`config.mk`:
```
export PLATFORM = sky130hd
export DESIGN_NAME = his_peak_builder
export DESIGN_NICKNAME = d
export VERILOG_FILES = /design/src/rtl/his_peak_builder.sv
export SDC_FILE = /design/constraint.sdc
export NUM_CORES = 2
export LEC_CHECK = 0
export ABC_CLOCK_PERIOD_IN_PS = 15350
export CORE_MARGIN = 10
export CORE_UTILIZATION = 50
export DETAILED_ROUTE_END_ITERATION = 12
export PLACE_DENSITY = 0.68
export SETUP_SLACK_MARGIN = 0.15
export SLEW_MARGIN = 20
export SYNTH_ARGS = -nofsm -noshare
export SYNTH_HDL_FRONTEND = slang
export SYNTH_SLANG_ARGS = --single-unit
```
`constraint.sdc`:
```
create_clock -name clk -period 15.35 [get_ports clk]
set_input_delay 3.07 -clock clk [delete_from_list [all_inputs] [get_ports clk]]
set_output_delay 3.07 -clock clk [all_outputs]
set_load 0.02 [all_outputs]
```
`src/rtl/his_peak_builder.sv`:
```
// rtl/his_peak_builder.sv - multi-pixel TDC histogram builder with per-pixel peak search
// Define HIS_PEAK3_EN to rank bins by the 3-bin window sum instead of the single-bin count.
module his_peak_builder #(
    parameter int TDC_W  = 10,
    parameter int BIN_W  = 6,
    parameter int PIXELS = 3,
    parameter int CNT_W  = 8,
    localparam int PIX_W = (PIXELS > 1) ? $clog2(PIXELS) : 1
) (
    input  logic             clk,
    input  logic             res,
    input  logic             wrEn,
    input  logic [TDC_W-1:0] data,
    input  logic [PIX_W-1:0] pixel,
    input  logic             frameEnd,
    output logic             busy,
    output logic             peakValid,
    input  logic             peakReady,
    output logic [PIX_W-1:0] peakPixel,
    output logic [BIN_W-1:0] peakBin,
    output logic [CNT_W+1:0] peakCount,
    output logic [15:0]      dropCount
);
    localparam int BINS  = 2**BIN_W;
    localparam int DEPTH = PIXELS * BINS;
    localparam int AW    = PIX_W + BIN_W;
    localparam int SW    = BIN_W + 2;
`ifdef HIS_PEAK3_EN
    localparam int NRD = BINS + 1;
`else
    localparam int NRD = BINS;
`endif
    localparam logic [PIX_W:0] PIX_LIM = (PIX_W+1)'(PIXELS);

    typedef enum logic [2:0] {CLEAR, ACCUM, DRAIN, SCAN, OUT} state_t;

    state_t           state_q;
    logic [AW-1:0]    clr_q;
    logic             drain_q;
    logic             s1_valid_q, wb_valid_q;
    logic [AW-1:0]    s1_addr_q, wb_addr_q;
    logic [CNT_W-1:0] wb_data_q;
    logic [15:0]      drop_q;
    logic [PIX_W-1:0] scan_pix_q;
    logic [SW-1:0]    scan_cnt_q;
    logic             cmp_valid_q, cmp_zero_q;
    logic [BIN_W-1:0] cmp_bin_q, best_bin_q;
    logic [CNT_W+1:0] best_cnt_q;
    logic             peak_valid_q;
    logic [PIX_W-1:0] peak_pix_q;
    logic [BIN_W-1:0] peak_bin_q;
    logic [CNT_W+1:0] peak_cnt_q;
`ifdef HIS_PEAK3_EN
    logic             cmp_first_q;
    logic [CNT_W+1:0] w1_q, w2_q;
`endif

    logic [CNT_W-1:0] mem [DEPTH];
    logic [CNT_W-1:0] rd_q;

    logic             pixel_ok, accept, drop, fe_accept, scan_rd, metric_ok;
    logic             mem_we, mem_re;
    logic [AW-1:0]    in_addr, scan_addr, mem_waddr, mem_raddr;
    logic [CNT_W-1:0] mem_wdata, base_d, inc_d;
    logic [BIN_W-1:0] scan_bin_d;
    logic [CNT_W+1:0] cmp_val_d, metric_d;
    logic             unused_data;

    assign unused_data = ^{1'b0, data};
    assign busy        = (state_q != ACCUM);
    assign pixel_ok    = ({1'b0, pixel} < PIX_LIM);
    assign accept      = (state_q == ACCUM) && wrEn && pixel_ok;
    assign drop        = wrEn && (!pixel_ok || busy);
    assign fe_accept   = (state_q == ACCUM) && frameEnd;
    assign in_addr     = {pixel, data[TDC_W-1 -: BIN_W]};
    assign scan_rd     = (state_q == SCAN) && (scan_cnt_q < SW'(BINS));
    assign scan_addr   = {scan_pix_q, scan_cnt_q[BIN_W-1:0]};

    always_comb begin
        // The write landing this edge is not yet visible to the read issued alongside it.
        base_d    = (wb_valid_q && (wb_addr_q == s1_addr_q)) ? wb_data_q : rd_q;
        inc_d     = (base_d == {CNT_W{1'b1}}) ? base_d : base_d + CNT_W'(1);
        mem_re    = accept || scan_rd;
        mem_raddr = scan_rd ? scan_addr : in_addr;
        mem_we    = 1'b0;
        mem_waddr = '0;
        mem_wdata = '0;
        if (state_q == CLEAR) begin
            mem_we    = 1'b1;
            mem_waddr = clr_q;
        end else if (s1_valid_q) begin
            mem_we    = 1'b1;
            mem_waddr = s1_addr_q;
            mem_wdata = inc_d;
        end else if (scan_rd) begin
            mem_we    = 1'b1;
            mem_waddr = scan_addr;
        end
        cmp_val_d = cmp_zero_q ? '0 : {2'b00, rd_q};
`ifdef HIS_PEAK3_EN
        scan_bin_d = BIN_W'(scan_cnt_q - SW'(1));
        metric_d   = w2_q + w1_q + cmp_val_d;
        metric_ok  = !cmp_first_q;
`else
        scan_bin_d = scan_cnt_q[BIN_W-1:0];
        metric_d   = cmp_val_d;
        metric_ok  = 1'b1;
`endif
    end

    always_ff @(posedge clk) begin
        if (mem_we) mem[mem_waddr] <= mem_wdata;
        if (mem_re) rd_q <= mem[mem_raddr];
    end

    always_ff @(posedge clk or negedge res) begin
        if (!res) begin
            state_q      <= CLEAR;
            clr_q        <= '0;
            drain_q      <= 1'b0;
            s1_valid_q   <= 1'b0;
            s1_addr_q    <= '0;
            wb_valid_q   <= 1'b0;
            wb_addr_q    <= '0;
            wb_data_q    <= '0;
            drop_q       <= '0;
            scan_pix_q   <= '0;
            scan_cnt_q   <= '0;
            cmp_valid_q  <= 1'b0;
            cmp_zero_q   <= 1'b0;
            cmp_bin_q    <= '0;
            best_bin_q   <= '0;
            best_cnt_q   <= '0;
            peak_valid_q <= 1'b0;
            peak_pix_q   <= '0;
            peak_bin_q   <= '0;
            peak_cnt_q   <= '0;
`ifdef HIS_PEAK3_EN
            cmp_first_q  <= 1'b0;
            w1_q         <= '0;
            w2_q         <= '0;
`endif
        end else begin
            s1_valid_q <= accept;
            s1_addr_q  <= in_addr;
            wb_valid_q <= s1_valid_q;
            wb_addr_q  <= s1_addr_q;
            wb_data_q  <= inc_d;
            if (fe_accept)
                drop_q <= '0;
            else if (drop && (drop_q != 16'hFFFF))
                drop_q <= drop_q + 16'd1;

            cmp_valid_q <= (state_q == SCAN) && (scan_cnt_q < SW'(NRD));
            cmp_zero_q  <= (scan_cnt_q >= SW'(BINS));
            cmp_bin_q   <= scan_bin_d;
`ifdef HIS_PEAK3_EN
            cmp_first_q <= (scan_cnt_q == '0);
            if (cmp_valid_q) begin
                w2_q <= w1_q;
                w1_q <= cmp_val_d;
            end
`endif
            // Strictly greater keeps the lowest bin on ties.
            if (cmp_valid_q && metric_ok && (metric_d > best_cnt_q)) begin
                best_cnt_q <= metric_d;
                best_bin_q <= cmp_bin_q;
            end

            case (state_q)
                CLEAR: begin
                    clr_q <= clr_q + AW'(1);
                    if (clr_q == AW'(DEPTH-1)) begin
                        clr_q   <= '0;
                        state_q <= ACCUM;
                    end
                end
                ACCUM: begin
                    if (frameEnd) begin
                        drain_q <= 1'b0;
                        state_q <= DRAIN;
                    end
                end
                DRAIN: begin
                    drain_q    <= 1'b1;
                    scan_pix_q <= '0;
                    scan_cnt_q <= '0;
                    best_cnt_q <= '0;
                    best_bin_q <= '0;
`ifdef HIS_PEAK3_EN
                    w1_q <= '0;
                    w2_q <= '0;
`endif
                    if (drain_q) state_q <= SCAN;
                end
                SCAN: begin
                    scan_cnt_q <= scan_cnt_q + SW'(1);
                    if (scan_cnt_q == SW'(NRD+1)) begin
                        state_q      <= OUT;
                        peak_valid_q <= 1'b1;
                        peak_pix_q   <= scan_pix_q;
                        peak_bin_q   <= best_bin_q;
                        peak_cnt_q   <= best_cnt_q;
                    end
                end
                OUT: begin
                    scan_cnt_q <= '0;
                    best_cnt_q <= '0;
                    best_bin_q <= '0;
`ifdef HIS_PEAK3_EN
                    w1_q <= '0;
                    w2_q <= '0;
`endif
                    if (peakReady) begin
                        peak_valid_q <= 1'b0;
                        if (scan_pix_q == PIX_W'(PIXELS-1)) begin
                            state_q <= ACCUM;
                        end else begin
                            scan_pix_q <= scan_pix_q + PIX_W'(1);
                            state_q    <= SCAN;
                        end
                    end
                end
                default: state_q <= CLEAR;
            endcase
        end
    end

    assign peakValid = peak_valid_q;
    assign peakPixel = peak_pix_q;
    assign peakBin   = peak_bin_q;
    assign peakCount = peak_cnt_q;
    assign dropCount = drop_q;
endmodule

```
# Word-level counts from Yosys, hierarchy flattened
# Memory sizes are Yosys's and may differ from the RTL's. A register that Yosys moved wholly into a read port is not among the register bits.
# Index checks and enable logic that the tools add are counted.
# totals
regBits,107
ramBits,1536
in_bits,17
word_cells,108
mem_count,1
# memory_table
memory,depth,width,rd,rd_clocked_by_memory_dff,write_ports,line,source
mem,192,8,1,1,1,58,logic [CNT_W-1:0] mem [DEPTH];
# op_classes
add_sub_neg,5
order_cmp,4
n_eq_ne,17
muxes,37
reduce_logical,24
# ops
cell,count
8-bit 2-to-1 mux,10
16-bit 2-to-1 mux,2
"8-bit by 1-bit adder with 8-bit output, second input constant",3
10-bit 2-to-1 mux,2
"16-bit by 1-bit adder with 16-bit output, second input constant",1
"8-bit == test, second input constant",2
"16-bit != test, second input constant",1
8-bit one-hot mux with 2 select lines,1
3-bit 2-to-1 mux,5
3-bit one-hot mux with 5 select lines,1
6-bit 2-to-1 mux,2
2-bit nonzero test,6
8-bit by 10-bit > comparator with 1-bit output,1
"8-bit by 7-bit == test with 1-bit output, second input constant",1
8-bit == test,1
"8-bit by 7-bit greater-or-equal comparator with 1-bit output, second input constant",1
1-bit logical AND,8
"8-bit by 7-bit less-than comparator with 1-bit output, second input constant",1
1-bit 2-to-1 mux,8
"2-bit != test, second input constant",4
"3-bit by 2-bit == test with 1-bit output, second input constant",2
2-bit 2-to-1 mux,3
3-bit AND reduction,2
5-bit AND reduction,1
14 further kinds,18

# Longest topological paths before layout
# depth
word_depth,7
depth_mapped,15

# Least setup slack after synthesis
# No wires, ideal clock.
# synth_path
kind,reg-to-reg
start,register s1_addr_q[5]
end,memory mem[0][4] (data pin)
setup_ns,1.233
arrival_time_ns,7.068
t_required_ns,14.117
slack_ns,7.048
stages_incl_launch_ff,10
n_path_buf,0
synth_period_minus_slack_ns,8.302
cell_sequence,dfrtp_1 xnor2_1 nand3_1 nor3_2 mux2i_1 inv_1 ha_1 o221ai_2 nand3_1 a21oi_1
# synth_between
elab_chain_len,7
word_cells_on_any_way,8
# synth_rtl
item,line,source
start: declaration,41,"logic [AW-1:0] s1_addr_q, wb_addr_q;"
start signal: assignment,145,s1_addr_q <= in_addr;
8-bit == test *,81,base_d = (wb_valid_q && (wb_addr_q == s1_addr_q)) ? wb_data_q : rd_q;
1-bit logical AND *,81,
8-bit 2-to-1 mux *,81,
8-bit by 1-bit adder with 8-bit output or 8-bit == test (tied branches),82,inc_d = (base_d == {CNT_W{1'b1}}) ? base_d : base_d + CNT_W'(1);
8-bit 2-to-1 mux *,82,
8-bit 2-to-1 mux *,91,end else if (s1_valid_q) begin
8-bit 2-to-1 mux *,88,if (state_q == CLEAR) begin
via mem_wdata[4],64,"logic [CNT_W-1:0] mem_wdata, base_d, inc_d;"
end: declaration,58,
# Mark *: on every way through the listed nets, which the timed path passes. The rest lies on a longest branch.

# Worst setup path in the final report
# layout_path
start,input data[4]
end,"register rd_q[7], read port of mem (data pin)"
# layout_between
elab_chain_len,1
# layout_rtl
item,line,source
start: declaration,13,"input logic [TDC_W-1:0] data,"
8-bit 2-to-1 mux,84,mem_raddr = scan_rd ? scan_addr : in_addr;
end: declaration,59,logic [CNT_W-1:0] rd_q;
# No other way between the ends.
# A chain may end at the register's enable or synchronous reset.

==> metrics.csv <==
stage;metric;value;unit
place;RePlAce Congestion;0.9072;
clocking;H-tree depth;4;
timing;final max-slew violation count;0;
clocking;post_cts resized;0;
timing;final setup vio count;0;
clocking;CTS Sinks;1647;
global_routing;largest net degree at the start of global routing;193;
power_and_ir_drop;Pwr Total;12.40;mW
power_and_ir_drop;Max IR drop VDD;212.8;uV
final_layout;commonest cells after routing, fill and taps aside;edfxtp_1, nand2_1, nand3_1;
place;DP HPWL;98.78;mm
setup_path;top cell family by delay on the critical path;buffers and inverters;
logic_synthesis;#FFs+latches synth;1647;
timing;post-route setup TNS;0;ps
timing;slew margin rel.;25.52;%
floorplan;core area;0.1320;mm^2
timing;final hold vios;0;
global_routing;global-route wire length before repair;255.8;mm
logic_synthesis;cells after synthesis;4841;
floorplan;chip width;385.2;um
setup_path;Setup Crit Path Kind;in2reg;
drt;drt wl/cell;25.89;um
clocking;worst skew pair latency;790;ps
floorplan;Die H;385.2;um
floorplan;Die ar.;0.1484;mm^2
timing;Tmin final;7614;ps
global_routing;number of global-route vias before repair;38930;
drt;Starting DRT DRC Count;5553;
power_and_ir_drop;Gate power share;27.1;%
power_and_ir_drop;leakage;25.44;nW
final_layout;most common cell after layout, fill and taps aside;edfxtp_1;
power_and_ir_drop;Switch Pwr;4.187;mW
clocking;Hold Buf Count CTS;0;
drt;post-route antenna net violation count;0;
setup_path;Buf/Inv on CP;4;
setup_path;slowest stage delay, CP;860;ps
logic_synthesis;register area share after synthesis;73.40;%
drt;wirelength, routed;173.1;mm
logic_synthesis;Primary FF master, synth;edfxtp_1;
floorplan;Initial Utilization;50.53;%
drt;drt via density;6.149;
drt;drc violations;0;
global_routing;global-route usage over all layers;22.93;%
timing;fmax;0.1313;GHz
setup_path;Max FO, Critical Path;121;
power_and_ir_drop;Clk pwr share;30.1;%
clocking;Root Buffer;clkbuf_16;
clocking;Clock Path Buffers;3;
setup_path;Req. time, crit path;15890;ps
clocking;Clock Pin Slew Worst Setup and Hold Paths;60;ps
setup_path;Critical Path Slowest Stage Cell;nor3_1;
setup_path;crit path cell chain;clkdlybuf4s50_1 -> a21boi_2 -> a21oi_4 -> buf_12 -> buf_12 -> buf_4 -> mux2i_1 -> o221ai_1 -> a31oi_1 -> nor3_1 -> o31ai_1 -> o211ai_1;
clocking;Inserted Clock Buffers;160;
power_and_ir_drop;switching share of total power;33.77;%
logic_synthesis;Synth Area per Inst;13.77;um^2
drt;first-pass iteration count of the detailed router;7;
clocking;TritonCTS clock tree;done;
drt;routed vias;41110;
setup_path;Startpoint Class;input port;
floorplan;I/O pin cnt;53;
power_and_ir_drop;Power Internal;8.210;mW
final_layout;layout cells sized above 1;7.972;%
outcome;status;complete, no violations;
power_and_ir_drop;sequential power share;42.7;%
timing;actual slew at the worst max-slew pin;1117;ps
setup_path;Crit. End Element;register;
global_routing;initial antenna violation count;5;
timing;Final Skew;36.67;ps
setup_path;CP Data Arrival Time;8160;ps
run;max_cap viols;0;
logic_synthesis;Cell variety after synth;79;
logic_synthesis;mapped cell area;0.06668;mm^2
floorplan;row count;133;
timing;Tcrit/Tclk final;49.61;%
place;Port Buffers;46;
setup_path;Crit path top cell by count;buf_12;
logic_synthesis;synth warn;0;
logic_synthesis;Post-synth ARST share;6.254;%
clocking;setup bufs post-CTS;0;
timing;RSZ-0062 raised after global routing;false;
final_layout;Nets;4840;
logic_synthesis;Post-synth EDFFs;1544;
final_layout;area grow syn2layout;10.49;%
power_and_ir_drop;pwr/cell area;168.3;mW/mm^2
global_routing;total grt overflow;0;
min_path;Min-Delay Path Class;reg2reg;
-- stage by stage --
step	cell area [um^2]	utilization (%)	hold WS, ps	worst slack, ps	instances
final	73670	55.83	422.4	7736	6686
after global placement	68730	52.08	402.0	7001	6401
after CTS	73630	55.79	421.6	7798	6684
after global routing	73670	55.82	435.6	7660	6685
after detailed placement	68730	52.08	408.4	6983	6401
after floorplan	66680	-	351.9	7048	4842
-- logic make-up (layout without fill, tap and decap cells) --
family / after synthesis / in the layout / share of synthesized area [%]
AO/OA/AOI/OAI: 694 / 694 / 7.420
XOR/XNOR: 30 / 30 / 0.3941
adder cells (fa/ha/maj): 14 / 14 / 0.2627
buffers and inverters: 336 / 424 / 2.280
flip-flops: 1647 / 1647 / 73.40
multiplexers: 267 / 267 / 4.068
other: 1 / 3 / 0.005624
AND/OR/NAND/NOR: 1852 / 1852 / 12.17
-- layer usage --
layer	share of wire, %	global-route usage, %
met1	41	32.89
met2	45	34.23
met3	11	5.144
met4	3.7	8.560
met5	0.015	0
-- final timing paths --
check | start | end | slack [ps] | depth (start not counted)
max | data[4] | rd_q[7] | 7740 | 12
min | s1_addr_q[6] | wb_addr_q[6] | 420 | 0
max reg2reg | state_q[2] | rd_q[7] | 8990 | 13
min reg2reg | s1_addr_q[6] | wb_addr_q[6] | 420 | 0
max in group asynchronous | res | peakCount[7] | 12140 | 2
min in group asynchronous | res | dropCount[14] | 2140 | 1
-- synth_stat cells, types with 19 or more instances --
library cell | count | area share [%]
clkbuf_1 | 129 | 0.73
nand3_1 | 297 | 2.2
a311oi_1 | 46 | 0.60
edfxtp_1 | 1544 | 70
mux2i_1 | 237 | 3.6
o211ai_1 | 27 | 0.30
a21oi_1 | 75 | 0.56
dfrtp_1 | 103 | 3.9
a31o_2 | 34 | 0.45
o221ai_1 | 62 | 0.81
nor4_1 | 19 | 0.18
mux2_2 | 29 | 0.49
nor2_1 | 274 | 1.5
o21ai_0 | 50 | 0.38
and3_1 | 139 | 1.3
buf_1 | 33 | 0.19
a31oi_1 | 108 | 1.0
nor3_1 | 39 | 0.29
a211oi_1 | 123 | 1.4
a22oi_1 | 22 | 0.25
nand4_1 | 33 | 0.31
buf_2 | 139 | 1.0
o22ai_1 | 53 | 0.50
nand2_1 | 979 | 5.5
nor2b_1 | 19 | 0.18
-- worst register-to-register path, cell delays in order (launching register included) --
cell and delay (ps):
dfrtp_1 580, and3b_1 490, nand2_1 580, inv_2 230, a21oi_4 220, buf_12 540
buf_12 660, buf_4 940, mux2i_1 220, o221ai_1 240, a31oi_1 110, nor3_1 860
o31ai_1 220, o211ai_1 240
-- sequential cells by signal, indices dropped and copies added, names as in the netlist, 3 cells and up --
name and count:
scan_cnt_q 8, peakBin 6, s1_addr_q 8, wb_data_q 8, wb_addr_q 8, state_q 3
clr_q 8, peakCount 8, best_bin_q 6, rd_q 8, cmp_bin_q 6, best_cnt_q 8
dropCount 16, mem 1536
-- layout make-up --
cell class,instances,area (um^2)
Clock inverter,73,549.3
Clock buffer,210,4350
Fill cell,10290,58290
Tap cell,1755,2196
Multi-Input combinational cell,2859,16390
Sequential cell,1647,48940
Timing Repair Buffer,125,1182
Antenna cell,1,2.502
Inverter,16,62.56
-- power by group through the flow --
stage	sequential (mW)	clock [mW]	combinational, mW
after floorplan	5.39	0	2.07
after global placement	5.38	0	3.23
after detailed placement	5.39	0	3.28
after CTS	5.30	3.77	3.29
after global routing	5.31	3.95	3.55
final	5.30	3.74	3.36
No activity file was read; power rests on OpenSTA's default activity.
